--- src/rtl/cpu_pkg.sv ---
// Shared CPU definitions: instruction width, the NOP encoding and the sequencer state codes.
package cpu_pkg;
    localparam int CPU_INST_W = 32;
    localparam logic [CPU_INST_W-1:0] CPU_NOP = 32'h0000_0000;  // sll $0,$0,0

    typedef enum logic [1:0] {
        SEQ_IDLE = 2'd0,
        SEQ_RUN  = 2'd1,
        SEQ_DONE = 2'd2
    } seq_state_t;
endpackage

--- src/rtl/seq_inst_mem.sv ---
// Instruction store: register file with synchronous write and asynchronous read.
module seq_inst_mem #(
    parameter int ADDR_W = 4,
    parameter int INST_W = 32
) (
    input  logic              clk,
    input  logic              wr_en,
    input  logic [ADDR_W-1:0] wr_addr,
    input  logic [INST_W-1:0] wr_data,
    input  logic [ADDR_W-1:0] rd_addr,
    output logic [INST_W-1:0] rd_data
);
    logic [INST_W-1:0] mem [2**ADDR_W];

    always_ff @(posedge clk) begin
        if (wr_en) begin
            mem[wr_addr] <= wr_data;
        end
    end

    // Combinational read sees the pre-edge contents, giving read-before-write.
    assign rd_data = mem[rd_addr];
endmodule

--- src/rtl/inst_sequencer.sv ---
// Program sequencer: issues a one-shot prologue followed by a repeated loop body from a
// host-loaded instruction store, one registered instruction per cycle.
module inst_sequencer
    import cpu_pkg::*;
#(
    parameter int                ADDR_W = 4,
    parameter int                INST_W = CPU_INST_W,
    parameter logic [INST_W-1:0] NOP    = CPU_NOP
) (
    input  logic              clk,
    input  logic              rst,
    input  logic              wr_en,
    input  logic [ADDR_W-1:0] wr_addr,
    input  logic [INST_W-1:0] wr_data,
    input  logic              start,
    input  logic [ADDR_W:0]   prog_len,
    input  logic [ADDR_W:0]   body_start,
    input  logic [7:0]        repeat_count,
    input  logic              abort,
    output logic [INST_W-1:0] inst_out,
    output logic [ADDR_W-1:0] pc,
    output logic              busy,
    output logic              done
);
    seq_state_t        state, state_n;
    logic [ADDR_W-1:0] pc_n;
    logic [7:0]        passes, passes_n;
    logic [ADDR_W:0]   len_q, body_q;
    logic [ADDR_W:0]   pc_inc;
    logic              cfg_load;
    logic [INST_W-1:0] rd_data, inst_n;

    seq_inst_mem #(
        .ADDR_W (ADDR_W),
        .INST_W (INST_W)
    ) u_mem (
        .clk     (clk),
        .wr_en   (wr_en && (state == SEQ_IDLE)),
        .wr_addr (wr_addr),
        .wr_data (wr_data),
        .rd_addr (pc_n),
        .rd_data (rd_data)
    );

    // Widened so a full-depth program terminates instead of wrapping pc.
    assign pc_inc = {1'b0, pc} + (ADDR_W+1)'(1);

    always_comb begin
        state_n  = state;
        pc_n     = pc;
        passes_n = passes;
        cfg_load = 1'b0;
        case (state)
            SEQ_IDLE: begin
                pc_n = '0;
                if (start) begin
                    cfg_load = 1'b1;
                    passes_n = (repeat_count == 8'd0) ? 8'd1 : repeat_count;
                    state_n  = (prog_len == '0) ? SEQ_DONE : SEQ_RUN;
                end
            end
            SEQ_RUN: begin
                if (abort) begin
                    state_n = SEQ_IDLE;
                    pc_n    = '0;
                end else if (pc_inc < len_q) begin
                    pc_n = pc_inc[ADDR_W-1:0];
                end else if ((body_q < len_q) && (passes > 8'd1)) begin
                    pc_n     = body_q[ADDR_W-1:0];
                    passes_n = passes - 8'd1;
                end else begin
                    state_n = SEQ_DONE;
                    pc_n    = '0;
                end
            end
            default: begin
                state_n = SEQ_IDLE;
                pc_n    = '0;
            end
        endcase
    end

    // The store is addressed by the next pc, so the word lands in inst_out with the pc update.
    assign inst_n = (state_n == SEQ_RUN) ? rd_data : NOP;

    always_ff @(posedge clk) begin
        if (rst) begin
            state    <= SEQ_IDLE;
            pc       <= '0;
            passes   <= 8'd0;
            inst_out <= NOP;
            busy     <= 1'b0;
            done     <= 1'b0;
        end else begin
            state    <= state_n;
            pc       <= pc_n;
            passes   <= passes_n;
            inst_out <= inst_n;
            busy     <= (state_n == SEQ_RUN);
            done     <= (state_n == SEQ_DONE);
        end
    end

    always_ff @(posedge clk) begin
        if (cfg_load) begin
            len_q  <= prog_len;
            body_q <= body_start;
        end
    end
endmodule

--- config.mk ---
export PLATFORM = sky130hd
export DESIGN_NAME = inst_sequencer
export DESIGN_NICKNAME = d
export VERILOG_FILES = /design/src/rtl/cpu_pkg.sv /design/src/rtl/seq_inst_mem.sv /design/src/rtl/inst_sequencer.sv
export SDC_FILE = /design/constraint.sdc
export NUM_CORES = 1
export LEC_CHECK = 0
export BUFFER_PORTS_ARGS = -buffer_cell sky130_fd_sc_hd__clkbuf_2
export CORE_MARGIN = 1.5
export CORE_UTILIZATION = 29
export DETAILED_ROUTE_END_ITERATION = 10
export PLACE_DENSITY = 0.43
export SLEW_MARGIN = 40
export SYNTH_ARGS = -nofsm -noshare
export SYNTH_HDL_FRONTEND = slang
export SYNTH_SLANG_ARGS = --single-unit
--- constraint.sdc ---
create_clock -name clk -period 5.2 [get_ports clk]
set_clock_uncertainty 0.15 [all_clocks]
set_input_delay 0.26 -clock clk [delete_from_list [all_inputs] [get_ports clk]]
set_output_delay 0.26 -clock clk [all_outputs]
set_load 0.02 [all_outputs]
# Word level (Yosys, flattened, before mapping)
# Memory sizes are Yosys's and may differ from the RTL's. A register that Yosys moved wholly into a read port is not among the register bits.
# Cells that the tools add are included.
# classes
addsub	2
n_lt_le_gt_ge	3
eq_ne	7
muxes	20
bitwise	1
reduce_logical	8
# ops
cell	n
$mux 8	5
$mux 4	4
$pmux 8 s2	1
$lt 5x5->1	2
$mux 2	5
$gt 8x1->1 const B	1
$logic_not 8->1	1
$ne 2x2->1 const B	4
$sub 8x1->8 const B	1
$add 4x1->5 const B	1
$logic_not 5->1	1
$reduce_and 5->1	1
$eq 2x1->1 const B	2
$mux 1	4
$pmux 2 s2	1
$eq 2x2->1 const B	1
$logic_and 1x1->1	2
$logic_not 2->1	1
$reduce_bool 2->1	1
$reduce_or 2->1	1
$not 1->1	1
# word_totals
reg_bits	26
mem_bits_rw	512
n_memories	1
# memory_table
name	depth	width	read_ports	rd_ports_with_merged_regs	wr	line_no	text
u_mem.mem	16	32	1	1	1	seq_inst_mem.sv:13	logic [INST_W-1:0] mem [2**ADDR_W];

# Depth between registers and ports, before layout
# logic_depth
word_depth	9
mapped_depth	15

# Cells and area by module
# A second synthesis with hierarchy kept.
# unflattened
hier_cells	1043
hier_area_um2	21667.0
# modules_own_cells
module	instances	cells_each	area_per_inst_um2
seq_inst_mem	1	806	19213.4
inst_sequencer	1	237	2453.6

# Worst setup path before layout
# No wires, ideal clock.
# synth_timing
path_kind	register -> register
from	register state[1]
to	memory u_mem.mem[0][0] (enable)
setup_ns	0.461
t_arrival_ns	3.140
required_ns	4.589
slack_ns	1.449
path_stages_with_launch	5
n_path_buf	0
period_less_slack_ns	3.751
cell_sequence	dfxtp_1 > nor2_1 > nand2_1 > or3_1 > nor3_1
# synth_via
elab_chain_cells	4
# synth_lines
item	line_no	text
start, declared	inst_sequencer.sv:25	seq_state_t state, state_n;
start signal, assigned	inst_sequencer.sv:95	state <= state_n;
$logic_not 2->1	inst_sequencer.sv:38	.wr_en (wr_en && (state == SEQ_IDLE)),
$logic_and 1x1->1	inst_sequencer.sv:38	
$mux 1	seq_inst_mem.sv:16	if (wr_en) begin
$mux 1 (not written as such)	seq_inst_mem.sv:17	mem[wr_addr] <= wr_data;
end, declared	seq_inst_mem.sv:13	
# Every way passes these cells.

# Final worst setup path
# layout_timing
from	register pc[0]
to	register inst_out[9] (read register of u_mem.mem)
# layout_via
elab_chain_cells	8
# layout_lines
item	line_no	text
start, declared	inst_sequencer.sv:21	output logic [ADDR_W-1:0] pc,
start signal, assigned	inst_sequencer.sv:96	pc <= pc_n;
$add 4x1->5 *	inst_sequencer.sv:46	assign pc_inc = {1'b0, pc} + (ADDR_W+1)'(1);
$lt 5x5->1	inst_sequencer.sv:66	end else if (pc_inc < len_q) begin
$mux 2	inst_sequencer.sv:66	
$mux 2	inst_sequencer.sv:63	if (abort) begin
$pmux 2 s2	inst_sequencer.sv:53	case (state)
$eq 2x1->1	inst_sequencer.sv:84	assign inst_n = (state_n == SEQ_RUN) ? rd_data : NOP;
$not 1->1 (no source line)	--	
$reduce_or 2->1 (no source line)	--	
end, declared	inst_sequencer.sv:20	output logic [INST_W-1:0] inst_out,
# Mark *: on every way between the ends. The rest lies on a longest branch, timed or not.
# A chain may end at the register's enable or synchronous reset.

==> flow_metrics.tcl <==
set metrics [dict create \
    powerDensity_nw_per_um2 367.2 \
    syn_inst 1682 \
    synth_fp_nets 1752 \
    tns_ns 0 \
    vias 15300 \
    rr_worst_depth 13 \
    worst_setup_path_end_kind "flip-flop" \
    yosys_warnings 0 \
    r2r-end "inst_out[9]" \
    start_util_pct 29.34 \
    cts.path.max_buffers 3 \
    crit_type "reg -> reg" \
    min_path_cells 2 \
    fin_ws_ns 0.6311 \
    arrival_ns 4.97 \
    fmax_ghz 0.2189 \
    worstHoldEndpoint "u_mem.mem[1][21]" \
    grt_pass1_vias 15380 \
    syn2layout_area_growth_pct 21.05 \
    rr_startpoint "pc[0]" \
    relSlewSlack_pct 41.68 \
    io_pins 97 \
    post-place-ws_ns 0.7636 \
    die_area_um2 81780 \
    gr-total-overflow 0 \
    syn_avg_cell_area_um2 13.80 \
    min_path_type "in -> reg" \
    final_util_pct 35.52 \
    grt_usage_pct 17.30 \
    antenna_found_initial 3 \
    wirelength_um 71330 \
    setup-violations-final 0 \
    dr.pass1.iters 5 \
    placed_cells 2766 \
    io_buffers 96 \
    ir_drop_uv 214.2 \
    drt_iter0_drc 1290 \
    drc 0 \
    stdcell_count 2946 \
    cts_setup_buffers 0 \
    synth_seq_cells 570 \
    grt_pass1_wl_um 104800 \
    insertion_delay_ns 0.62 \
    hold_start "wr_addr[2]" \
    cts_tree "yes" \
    nets 1914 \
    hpwl_um 42080 \
    required_ns 5.60 \
    status "finished, final reports clean" \
    place.gp.congestion 0.7905 \
    wl_per_cell_um 24.21 \
    cts_buffers 67 \
    hold_buffers 57 \
    startpoint_type "flip-flop" \
    num_rows 103 \
    cts_root_buf "clkbuf_16" \
    reg2reg_setup_slack_ns 0.63 \
    syn_area_um2 23220 \
    worst_pin_slew_ns 0.8748 \
    grt_max_degree 66 \
    cts_sinks 570 \
    rsz0062_at_grt "no" \
    postRouteAntennaNets 0 \
    ys.flop_type "edfxtp_1" \
    coreArea_um2 79130 \
    p_leak_nw 9.167 \
    fin_crit_sh_pct 87.86 \
    cts_resized 0 \
    hold_viol 0 \
    synth-edff-count 522 \
    via_per_inst 5.195 \
    yosysUniqueCellTypes 64 \
    htree_levels 3 \
    cap_violations 0 \
    die_y_um 286.0 \
    drive_gt1_share_pct 17.57 \
    period_needed_ns 4.569 \
    die_w_um 286.0 \
    crit_fanout 39 \
    slew_violations 0 \
    ys_seq_area_share_pct 71.65 \
    fill_cells 7647 \
    clk_pin_slew_ns 0.06 \
    ys_async_sr_fraction_pct 0 \
]
[metal layers]
layer / share of wire (%) / GRT usage, % / wire (um)
met5: 0.018 / 0 / 13
met4: 2.1 / 5.225 / 1506
met3: 4.7 / 2.903 / 3354
met2: 47 / 28.00 / 33870
met1: 46 / 23.72 / 32590
[worst max-delay path: stages (launching register included)]
cell and delay, ns:
dfxtp_1 0.36, ha_1 0.24, xnor2_1 0.30, inv_1 0.10, ha_1 0.29, and2_1 0.17, a41o_2 0.30, nor3_1 0.60
a21o_4 0.52, buf_4 0.46, a211oi_1 0.14, a211oi_1 0.60, o21ai_1 0.16, nand3_1 0.10
[registers in the layout, indices dropped and copies added, names as in the netlist]
name       flops
len_q          5
inst_out      32
state          2
done           1
busy           1
passes         8
body_q         5
pc             4
u_mem.mem    512
[synth_stat cells (2+ instances only)]
library cell / count / share of area [%]
a211o_1: 3 / 0.11
a211oi_1: 94 / 3.0
a211oi_2: 5 / 0.27
a21boi_0: 3 / 0.097
a21o_1: 3 / 0.097
a21oi_1: 12 / 0.26
a221o_1: 6 / 0.26
a22oi_1: 3 / 0.097
a311oi_1: 46 / 1.7
a31o_1: 2 / 0.075
a31oi_1: 55 / 1.5
a32oi_1: 15 / 0.57
and2_1: 3 / 0.081
and3_1: 8 / 0.22
buf_1: 5 / 0.081
buf_2: 25 / 0.54
buf_4: 5 / 0.16
buf_6: 6 / 0.29
clkbuf_1: 93 / 1.5
dfxtp_1: 48 / 4.1
edfxtp_1: 522 / 68
ha_1: 11 / 0.59
inv_1: 10 / 0.16
mux2_2: 32 / 1.6
mux2i_1: 15 / 0.65
nand2_1: 212 / 3.4
nand2b_1: 8 / 0.22
nand3_1: 162 / 3.5
nand4_1: 3 / 0.081
nor2_1: 36 / 0.58
nor2b_1: 3 / 0.081
nor3_1: 10 / 0.22
nor4_1: 2 / 0.054
o2111ai_1: 6 / 0.23
o211ai_1: 25 / 0.81
o21a_1: 4 / 0.13
o21ai_0: 77 / 1.7
o21ai_1: 25 / 0.54
o221ai_1: 5 / 0.19
o22ai_1: 2 / 0.054
o311a_1: 3 / 0.13
o31ai_1: 46 / 1.5
xnor2_1: 2 / 0.075
[worst max path at each step]
stage                                  to  cells past startpoint      from  slack [ns]
after floorplan           u_mem.mem[0][0]                      4  state[1]        1.45
after global placement        inst_out[9]                     13     pc[0]        0.76
after detailed placement      inst_out[9]                     13     pc[0]        0.76
after CTS                     inst_out[9]                     13     pc[0]        0.70
after global routing          inst_out[9]                     13     pc[0]        0.37
final                         inst_out[9]                     13     pc[0]        0.63
[logic make-up after synthesis]
logic type | count (synthesis) | synth area share, %
flops | 570 | 71.65
compound gates | 454 | 14.03
simple gates | 453 | 8.708
buf+inv | 145 | 2.754
mux | 47 | 2.199
fa+ha+maj | 11 | 0.5927
xor+xnor | 2 | 0.07545
[through the flow]
step           hold WS, ns  cell area [um2]  total power [mW]
2_1_floorplan       0.1828            23220             5.536
3_3_place_gp        0.2922            25150             5.820
3_5_place_dp        0.2886            25370             5.833
4_1_cts           0.001437            28050             10.45
5_1_grt            0.03733            28110             10.66
6_report           0.03686            28110             10.32
[placed cells by master (no fill, tap or decap), types with 14 or more instances in the layout]
| cell type | n |
|---|---|
| edfxtp_1 | 522 |
| nand2_1 | 211 |
| nand3_1 | 162 |
| clkbuf_2 | 96 |
| a211oi_1 | 94 |
| o21ai_0 | 75 |
| clkbuf_16 | 71 |
| buf_4 | 58 |
| dlygate4sd3_1 | 57 |
| a31oi_1 | 54 |
| dfxtp_1 | 48 |
| o31ai_1 | 46 |
| a311oi_1 | 46 |
| mux2_2 | 32 |
| o21ai_1 | 27 |
| o211ai_1 | 25 |
| clkbuf_1 | 25 |
| nor2_1 | 23 |
| mux2i_1 | 15 |
| a32oi_1 | 14 |
[power breakdown]
group / total, mW / leakage [nW] / switching, mW / internal [mW]
clock network: 4.55 / 1.03 / 1.87 / 2.68
logic: 0.654 / 3.03 / 0.458 / 0.196
registers: 5.12 / 5.11 / 0.0354 / 5.08
[final cells by class]
type / instances / area, um2 / share of cell area [%]
repair buffers: 227 / 1832 / 6.517
well taps: 1050 / 1314 / 4.674
clock buffers: 102 / 1942 / 6.909
multi-input cells: 967 / 6171 / 21.95
flip-flops and latches: 570 / 16640 / 59.19
diodes: 1 / 2.502 / 0.008903
clock inverters: 18 / 170.2 / 0.6054
inverters: 11 / 41.29 / 0.1469
Power figures use the tool's default switching activity.
